$ cat src/rtl/ws2801_receiver.sv
// ws2801_receiver: WS2801-style serial pixel receiver with idle-time frame latch.
// Define WS2801_RECEIVER_PASSTHRU_EN to forward bits after the 24th onto sdo/cko.
module ws2801_receiver #(
    parameter int FREQ     = 50_000_000,
    parameter int LATCH_US = 500
) (
    input  logic        clk,
    input  logic        rst,
    input  logic        sdi,
    input  logic        cki,
    output logic        sdo,
    output logic        cko,
    output logic [23:0] rgb,
    output logic        frame_valid,
    output logic        frame_err
);
    localparam int LATCH_CYCLES = FREQ / 1_000_000 * LATCH_US;
    localparam int CW = $clog2(LATCH_CYCLES + 1);

    typedef enum logic [1:0] {IDLE, LOAD, FORWARD} state_t;

    state_t        state_q, state_d;
    logic          sdi_m_q, sdi_s_q, cki_m_q, cki_s_q, cki_p_q;
    logic [23:0]   shadow_q, shadow_d, rgb_q, rgb_d;
    logic [4:0]    bits_q, bits_d;
    logic [CW-1:0] idle_q, idle_d;
    logic          armed_q, armed_d, sdo_q, sdo_d, cko_q, cko_d;
    logic          fv_q, fv_d, fe_q, fe_d;
    logic          rise, fall, tc;

    assign rise = cki_s_q & ~cki_p_q;
    assign fall = ~cki_s_q & cki_p_q;
    assign tc   = idle_q == CW'(LATCH_CYCLES);

    always_comb begin
        state_d  = state_q;
        shadow_d = shadow_q;
        bits_d   = bits_q;
        armed_d  = armed_q;
        rgb_d    = rgb_q;
        fv_d     = 1'b0;
        fe_d     = 1'b0;
        idle_d   = cki_s_q ? '0 : (tc ? idle_q : idle_q + 1'b1);
        if (tc && state_q == FORWARD) begin
            rgb_d   = shadow_q;
            fv_d    = 1'b1;
            armed_d = 1'b0;
            bits_d  = '0;
            state_d = IDLE;
        end else if (tc && state_q == LOAD) begin
            shadow_d = '0;
            bits_d   = '0;
            fe_d     = 1'b1;
            state_d  = IDLE;
        end else if (state_q == FORWARD && fall) begin
            armed_d = 1'b1;
        end
        // a rise coinciding with the latch starts the next frame
        if (rise && state_d == IDLE) begin
            shadow_d = {23'b0, sdi_s_q};
            bits_d   = 5'd1;
            state_d  = LOAD;
        end else if (rise && state_q == LOAD) begin
            shadow_d = {shadow_q[22:0], sdi_s_q};
            bits_d   = bits_q + 5'd1;
            state_d  = bits_q == 5'd23 ? FORWARD : LOAD;
        end
`ifdef WS2801_RECEIVER_PASSTHRU_EN
        sdo_d = armed_q & sdi_s_q;
        cko_d = armed_q & cki_s_q;
`else
        sdo_d = 1'b0;
        cko_d = 1'b0;
`endif
    end

    always_ff @(posedge clk or posedge rst) begin
        if (rst) begin
            state_q  <= IDLE;
            sdi_m_q  <= 1'b0;
            sdi_s_q  <= 1'b0;
            cki_m_q  <= 1'b0;
            cki_s_q  <= 1'b0;
            cki_p_q  <= 1'b0;
            shadow_q <= '0;
            rgb_q    <= '0;
            bits_q   <= '0;
            idle_q   <= '0;
            armed_q  <= 1'b0;
            sdo_q    <= 1'b0;
            cko_q    <= 1'b0;
            fv_q     <= 1'b0;
            fe_q     <= 1'b0;
        end else begin
            state_q  <= state_d;
            sdi_m_q  <= sdi;
            sdi_s_q  <= sdi_m_q;
            cki_m_q  <= cki;
            cki_s_q  <= cki_m_q;
            cki_p_q  <= cki_s_q;
            shadow_q <= shadow_d;
            rgb_q    <= rgb_d;
            bits_q   <= bits_d;
            idle_q   <= idle_d;
            armed_q  <= armed_d;
            sdo_q    <= sdo_d;
            cko_q    <= cko_d;
            fv_q     <= fv_d;
            fe_q     <= fe_d;
        end
    end

    assign sdo         = sdo_q;
    assign cko         = cko_q;
    assign rgb         = rgb_q;
    assign frame_valid = fv_q;
    assign frame_err   = fe_q;
endmodule

$ cat config.mk
export PLATFORM = sky130hd
export DESIGN_NAME = ws2801_receiver
export DESIGN_NICKNAME = d
export VERILOG_FILES = /design/src/rtl/ws2801_receiver.sv
export SDC_FILE = /design/constraint.sdc
export NUM_CORES = 1
export LEC_CHECK = 0
export BUFFER_PORTS_ARGS = -buffer_cell sky130_fd_sc_hd__buf_2
export CAP_MARGIN = 5
export CORE_ASPECT_RATIO = 1.2
export CORE_MARGIN = 3
export CORE_UTILIZATION = 45
export DETAILED_ROUTE_END_ITERATION = 16
export PLACE_DENSITY = 0.66
export RECOVER_POWER = 50
export SLEW_MARGIN = 25
export SYNTH_ARGS = -nofsm -noshare
export SYNTH_HDL_FRONTEND = slang
export SYNTH_SLANG_ARGS = --single-unit
$ cat constraint.sdc
create_clock -name clk -period 2.7 [get_ports clk]
set_input_delay 0.675 -clock clk [delete_from_list [all_inputs] [get_ports clk]]
set_output_delay 0.675 -clock clk [all_outputs]
set_load 0.02 [all_outputs]
* Word-level counts from Yosys, hierarchy flattened *
Cells that the tools add are included.
Widths: inputs -> output; s select.

word-level totals
  output and inout bits = 28
  register bits after elaboration = 77

cells by class
  reductions and logical operators = 8
  eq/ne operators = 6
  bitwise gates (word level) = 2
  add/subtract/negate cells = 2
  multiplexer cells = 18

operators by type and width
  operator               count
  $mux 24                4
  $mux 15                2
  $mux 5                 4
  $add 15x1->15 const B  1
  $eq 15x15->1 const B   1
  $mux 2                 5
  $add 5x1->5 const B    1
  $eq 5x5->1 const B     1
  $logic_and 1x1->1      4
  $reduce_bool 4->1      1
  $mux 1                 3
  $ne 3x1->1 const B     1
  $reduce_bool 3->1      1
  $eq 2x1->1 const B     1
  $eq 2x2->1 const B     1
  $logic_not 2->1        1
  $ne 2x2->1 const B     1
  $reduce_and 2->1       1
  $and 1x1->1            1
  $not 1->1              1

* Longest topological paths before layout *
Gate-level depths: netlist (run 1).

  word-level depth = 8
  mapped depth = 9
  mapped depth without buffers = 7

* Least setup slack after synthesis (run 1) *
Ideal clock, no wire load.

  path type = register to register
  start = register idle_q[0]
  end = register rgb_q[10], in the netlist rgb[10]
  buffers on the path = 2
  slack = 0.453 ns
  clock period less this slack = 2.247 ns
  arrival = 2.120 ns
  stages on the path, launching flop included = 9
  cell sequence = dfrtp_1 -> inv_1 -> ha_1 -> nand4b_4 -> or4_4 -> buf_6 -> nor2_8 -> buf_6 -> mux2_1

between the ends
  word-level cells in the longest chain between the ends = 2

RTL lines
  element                   line  RTL
  start: declaration        26    logic [CW-1:0] idle_q, idle_d;
  start signal: assignment  104   idle_q <= idle_d;
  $eq 15x15->1              33    assign tc = idle_q == CW'(LATCH_CYCLES);
  $logic_and 1x1->1         44    if (tc && state_q == FORWARD) begin
  end signal: assignment    102   rgb_q <= rgb_d;
  end: declaration          24    logic [23:0] shadow_q, shadow_d, rgb_q, rgb_d;

Every way passes these cells.
A chain may end at the register's enable or synchronous reset.

* Worst setup path in the final report (run 1) *
  start = register idle_q[0]
  end = register rgb_q[1], in the netlist rgb[1]

Same word-level chain as after synthesis.

==> impl_metrics.json, run 1 <==
{
  "synth_warnings": 0,
  "seq_power_share": 0.552,
  "hp-start": "sdi_m_q",
  "pin_count": 32,
  "yosysTopAreaCell": "dfrtp_1",
  "die_y_um": 99.7,
  "stdcell_area_um2": 3680,
  "end_kind": "flop",
  "r2r_start": "idle_q[0]",
  "p_leak_nw": 1.85,
  "core_um2": 6980,
  "syn_avg_cell_area_um2": 12.7,
  "via_per_inst": 5.41,
  "antenna_found_initial": 0,
  "worst_pin_slew_ps": 928,
  "startpoint_type": "flop",
  "synthTopCellsByArea": "dfrtp_1 58%, mux2_1 8.2%, a22o_1 6.4%",
  "layout.nets": 299,
  "die_area_um2": 8390,
  "drive_gt1_frac": 0.199,
  "rows": 33,
  "antennaDiodeCount": 0,
  "drt_pass1_iterations": 4,
  "ys_dominant_reg_cell": "dfrtp_1",
  "ys_ff_latch": 77,
  "max_freq_mhz": 400,
  "numPortBuffers": 29,
  "cts_setup_buffers": 0,
  "rsz0062_at_grt": "false",
  "p_switching_w": 0.000560,
  "syn_inst": 260,
  "r2r_slack_ps": 200,
  "drc": 0,
  "wl_um": 5750,
  "power_frac_clock": 0.390,
  "criticalPathCategory": "flop to flop",
  "path_max_fanout": 25,
  "cp.required_ps": 2920,
  "async_reset_ff_frac": 1.00,
  "cts_made_buffers": 9,
  "r2r-end": "rgb[1]",
  "synth_edf_count": 0,
  "irDropWorstVdd_mv": 0.370,
  "place.gp.congestion": 0.798,
  "grt_pass1_wl_um": 9960,
  "grt_use_total": 0.150,
  "drv_cap": 0,
  "whs_ps": 359,
  "reg2reg_depth": 6,
  "min_to": "sdi_s_q",
  "cts_htree_levels": 3,
  "p_comb_frac": 0.058,
  "crit_arrival_ps": 2720,
  "ctsRootBufferMaster": "clkbuf_8",
  "wl_per_cell_um": 15.0,
  "fin_crit_sh": 0.926,
  "status": "complete, no violations",
  "dpl.hpwl_um": 3780,
  "tritoncts": "yes",
  "cts_buffer_depth": 2,
  "clock_skew_ps": 13.4,
  "relSlewSlack": 0.380,
  "grt_pass1_vias": 2089,
  "ant_nets": 0,
  "whs_path_depth": 0,
  "overflow": 0,
  "die_w_um": 84.1,
  "path_clk_slew_ps": 90,
  "min_path_type": "flop to flop",
  "ys_seq_area_frac": 0.585,
  "p_int_w": 0.00167,
  "clock_sinks": 77,
  "start_util": 0.472,
  "syn_to_final_growth_pct": 11.8,
  "grt_max_degree": 39,
  "min_period_ps": 2500,
  "setup_viol": 0,
  "place_area_um2": 3510,
  "netlist_area_um2": 3290,
  "p_per_area_nw_per_um2": 606,
  "vias": 2077,
  "final_hold_viol_count": 0,
  "drt_iter0_markers": 83,
  "switching_share": 0.251,
  "cts_resized": 0,
  "cts_hold_buffers": 0,
  "slew_viol_final": 0,
  "clk_latency_ps": 340,
  "yosys.area.top_type_share": 0.585,
  "fin_tns_setup_ps": 0,
  "netlist-cell-type-count": 40
}
[flip-flops by register name, indices dropped and copies added, names as in the netlist, 2 cells and up]
register / cells
rgb: 24
shadow_q: 24
idle_q: 15
bits_q: 5
state_q: 2
[cell usage after synthesis (3+ instances only)]
cell type	instances
nand4_1	4
nand3_1	8
or3_1	4
xnor2_1	5
xor2_1	6
ha_1	3
a22o_1	24
clkbuf_1	6
a21oi_1	10
o21ai_0	8
nor2_1	22
mux2_1	24
buf_6	6
nand2_1	15
dfrtp_1	77
inv_1	6
[critical path, stage by stage (launching register included)]
cell,delay [ps]
dfrtp_1,430
inv_1,110
ha_1,210
nand4b_4,140
or4_4,690
nor2_8,420
mux2_1,380
[cell usage in the layout (no fill, tap or decap), types with 4 or more instances in the layout]
master / count
nand4_1: 4
or3_1: 4
nand2_1: 15
mux2_1: 24
dfrtp_1: 77
a21oi_1: 10
xor2_1: 6
buf_2: 29
clkbuf_8: 9
nand3_1: 8
o21ai_0: 8
inv_1: 6
a22o_1: 24
nor2_1: 22
xnor2_1: 5
[how the worst max path moves through the flow]
stage                     depth (start not counted)   endpoint  startpoint
after detailed placement                          6     rgb[1]   idle_q[0]
final                                             6     rgb[1]   idle_q[0]
after global placement                            6    rgb[20]   idle_q[0]
after global routing                              6    rgb[10]   idle_q[0]
after floorplan                                   1  bits_q[0]         rst
after CTS                                         6     rgb[1]   idle_q[0]
[kinds of logic (layout without fill, tap and decap cells)]
logic type / after synthesis / after routing / synth area share
DFF: 77 / 77 / 0.585
and+or+nand+nor: 70 / 70 / 0.131
AOI/OAI and AO/OA: 52 / 52 / 0.117
muxes: 25 / 25 / 0.0851
buffers and inverters: 21 / 57 / 0.0399
xor gates and xnor gates: 11 / 11 / 0.0292
adders and majority gates: 3 / 3 / 0.0114
other: 1 / 2 / 0.00114
[power by group through the flow]
| stage | registers, W | clock network [W] | logic [W] |
|---|---|---|---|
| floorplan | 0.00124 | 0 | 0.000111 |
| global placement | 0.00125 | 0 | 0.000132 |
| detailed placement | 0.00125 | 0 | 0.000135 |
| CTS | 0.00123 | 0.000891 | 0.000136 |
| global route | 0.00124 | 0.000942 | 0.000147 |
| finish | 0.00123 | 0.000871 | 0.000129 |
[final cells by class]
type,instances,area [µm²]
well taps,87,109
multi-input cells,163,1240
clock buffers,10,128
repair buffers,35,180
fillers,601,3300
inverters,6,22.5
flip-flops and latches,77,1930
clock inverters,6,71.3
[through the flow]
stage	power [W]	setup slack, ps	utilization	std cells
2_1_floorplan	0.00135	58.3	-	261
3_3_place_gp	0.00139	261	0.502	368
3_5_place_dp	0.00139	185	0.502	368
4_1_cts	0.00226	163	0.531	384
5_1_grt	0.00233	65.2	0.528	384
6_report	0.00223	201	0.528	384
[metal layers]
metal / global-route usage / vias to the layer above / wire length [µm]
li1: - / 993 / -
met1: 0.188 / 1037 / 2730
met2: 0.239 / 40 / 2680
met3: 0.0414 / 7 / 247
met4: 0.0718 / 0 / 89
met5: 0 / - / 0
Power figures use the tool's default switching activity.
==> inputs of run 2 (changes only) <==
Settings changed: PLACE_DENSITY 0.66 to default.
Clock period 2.7 ns to 2.3 ns, I/O delays scaled along.
==> impl_metrics.json, run 2 (synthesis gave the netlist of run 1 again) <==
{
  "status": "finished, violations left",
  "violations": "max-capacitance violations, max-slew violations",
  "relSlewSlack": -0.108,
  "ctsRootBufferMaster": "clkbuf_8",
  "path_clk_slew_ps": 80,
  "p_leak_nw": 1.89,
  "cts_hold_buffers": 0,
  "irDropWorstVdd_mv": 0.421,
  "startpoint_type": "flop",
  "vias": 2090,
  "fin_crit_sh": 0.929,
  "min_period_ps": 2140,
  "cpPeakStageDelay_ps": 620,
  "antennaDiodeCount": 0,
  "cts_made_buffers": 9,
  "path_max_fanout": 25,
  "place_ws_ps": 27.8,
  "cts_buffer_depth": 2,
  "whs_path_depth": 1,
  "drv_cap": 1,
  "grt_use_total": 0.152,
  "core_um2": 6980,
  "dpl.hpwl_um": 3760,
  "hp-start": "cki",
  "clock_skew_ps": 10.8,
  "fin_ws_ps": 164,
  "criticalPathCategory": "flop to flop",
  "die_w_um": 84.1,
  "pin_count": 32,
  "crit_arrival_ps": 2360,
  "slew_viol_final": 78,
  "drt_iter0_markers": 103,
  "final_hold_viol_count": 0,
  "cp.required_ps": 2520,
  "layout.nets": 305,
  "critical-path-top-delay-family": "simple AND/OR/NAND/NOR gates",
  "layout_common_cells": "77 x dfrtp_1, 27 x buf_2, 24 x a22o_1, 24 x mux2_1, 22 x nor2_1",
  "die_area_um2": 8390,
  "clock_sinks": 77,
  "fin_tns_setup_ps": 0,
  "wl_per_cell_um": 14.8,
  "reg2reg_depth": 5,
  "critPathLaunch": "idle_q[10]",
  "ant_nets": 0,
  "setup_viol": 0,
  "min_path_type": "input pin to flop",
  "clk_latency_ps": 340,
  "final_common_cell": "dfrtp_1",
  "grt_pass1_vias": 2065,
  "drt_pass1_iterations": 4,
  "grt_max_degree": 78,
  "cp_cell_sequence": "or2_2, or4_4, nor2_8, buf_12, mux2_1",
  "numPortBuffers": 29,
  "rsz0062_at_grt": "false",
  "wl_um": 5790,
  "rows": 33,
  "die_y_um": 99.7,
  "worst_pin_slew_ps": 1660,
  "whs_ps": 334,
  "grt_pass1_wl_um": 10100,
  "via_per_inst": 5.36,
  "cts_htree_levels": 3,
  "antenna_found_initial": 0,
  "tritoncts": "yes",
  "overflow": 0,
  "drive_gt1_frac": 0.211,
  "end_kind": "flop",
  "r2r_start": "idle_q[10]",
  "max_freq_mhz": 468,
  "start_util": 0.472,
  "crit_path_top_delay_cell": "or4_4",
  "place.gp.congestion": 0.752,
  "p_per_area_nw_per_um2": 722,
  "cp_num_cells": 5,
  "drc": 0,
  "syn_to_final_growth_pct": 14.4,
  "crit_buf_inv": 1
}
==> run 2: cell types whose count changed in the layout (fill, tap and decap cells not counted), sizes merged <==
cell / delta
buf: +4
bufinv: +1
clkbuf: +2
clkinv: +2
clkinvlp: -1
inv: -2
==> run 2: cell type report <==
type,count,area (µm²)
Fill cell,611,3210
Sequential cell,77,1930
Multi-Input combinational cell,163,1250
Timing Repair Buffer,41,234
Clock buffer,10,138
Tap cell,87,109
Clock inverter,6,83.8
Inverter,6,26.3
==> run 2: what timing repair did <==
action | CTS | global route
buffers inserted | 0 | 0
setup endpoints to repair | 0 | 40
resized for setup | 0 | 1
==> run 2: worst paths after layout <==
kind	to	slack [ps]
setup / recovery	rgb[7]	160
hold / removal	cki_m_q	330
setup reg to reg	rgb[7]	160
hold reg to reg	sdi_s_q	350
max in group asynchronous	idle_q[7]	460
min in group asynchronous	shadow_q[18]	820
==> run 2: per-stage QoR <==
step,area [µm²],utilization,total power [W],instances
6_report,3770,0.540,0.00272,390
5_1_grt,3770,0.540,0.00286,390
4_1_cts,3790,0.543,0.00278,390
3_5_place_dp,3570,0.511,0.00164,374
3_3_place_gp,3570,0.511,0.00164,374
2_1_floorplan,3300,-,0.00159,261
==> run 2: report_power, final <==
group	switching [W]	leakage [nW]	internal, W
Sequential	0.0000453	1.05	0.00140
Combinational	0.000102	0.727	0.0000576
Clock	0.000479	0.116	0.000639
Total	0.000626	1.89	0.00210
==> run 2: routing by layer <==
metal	wire, µm	part of all wire	GRT usage
met5	0	0	0
met4	116	0.020	0.0743
met3	220	0.038	0.0298
met2	2810	0.48	0.239
met1	2650	0.46	0.203
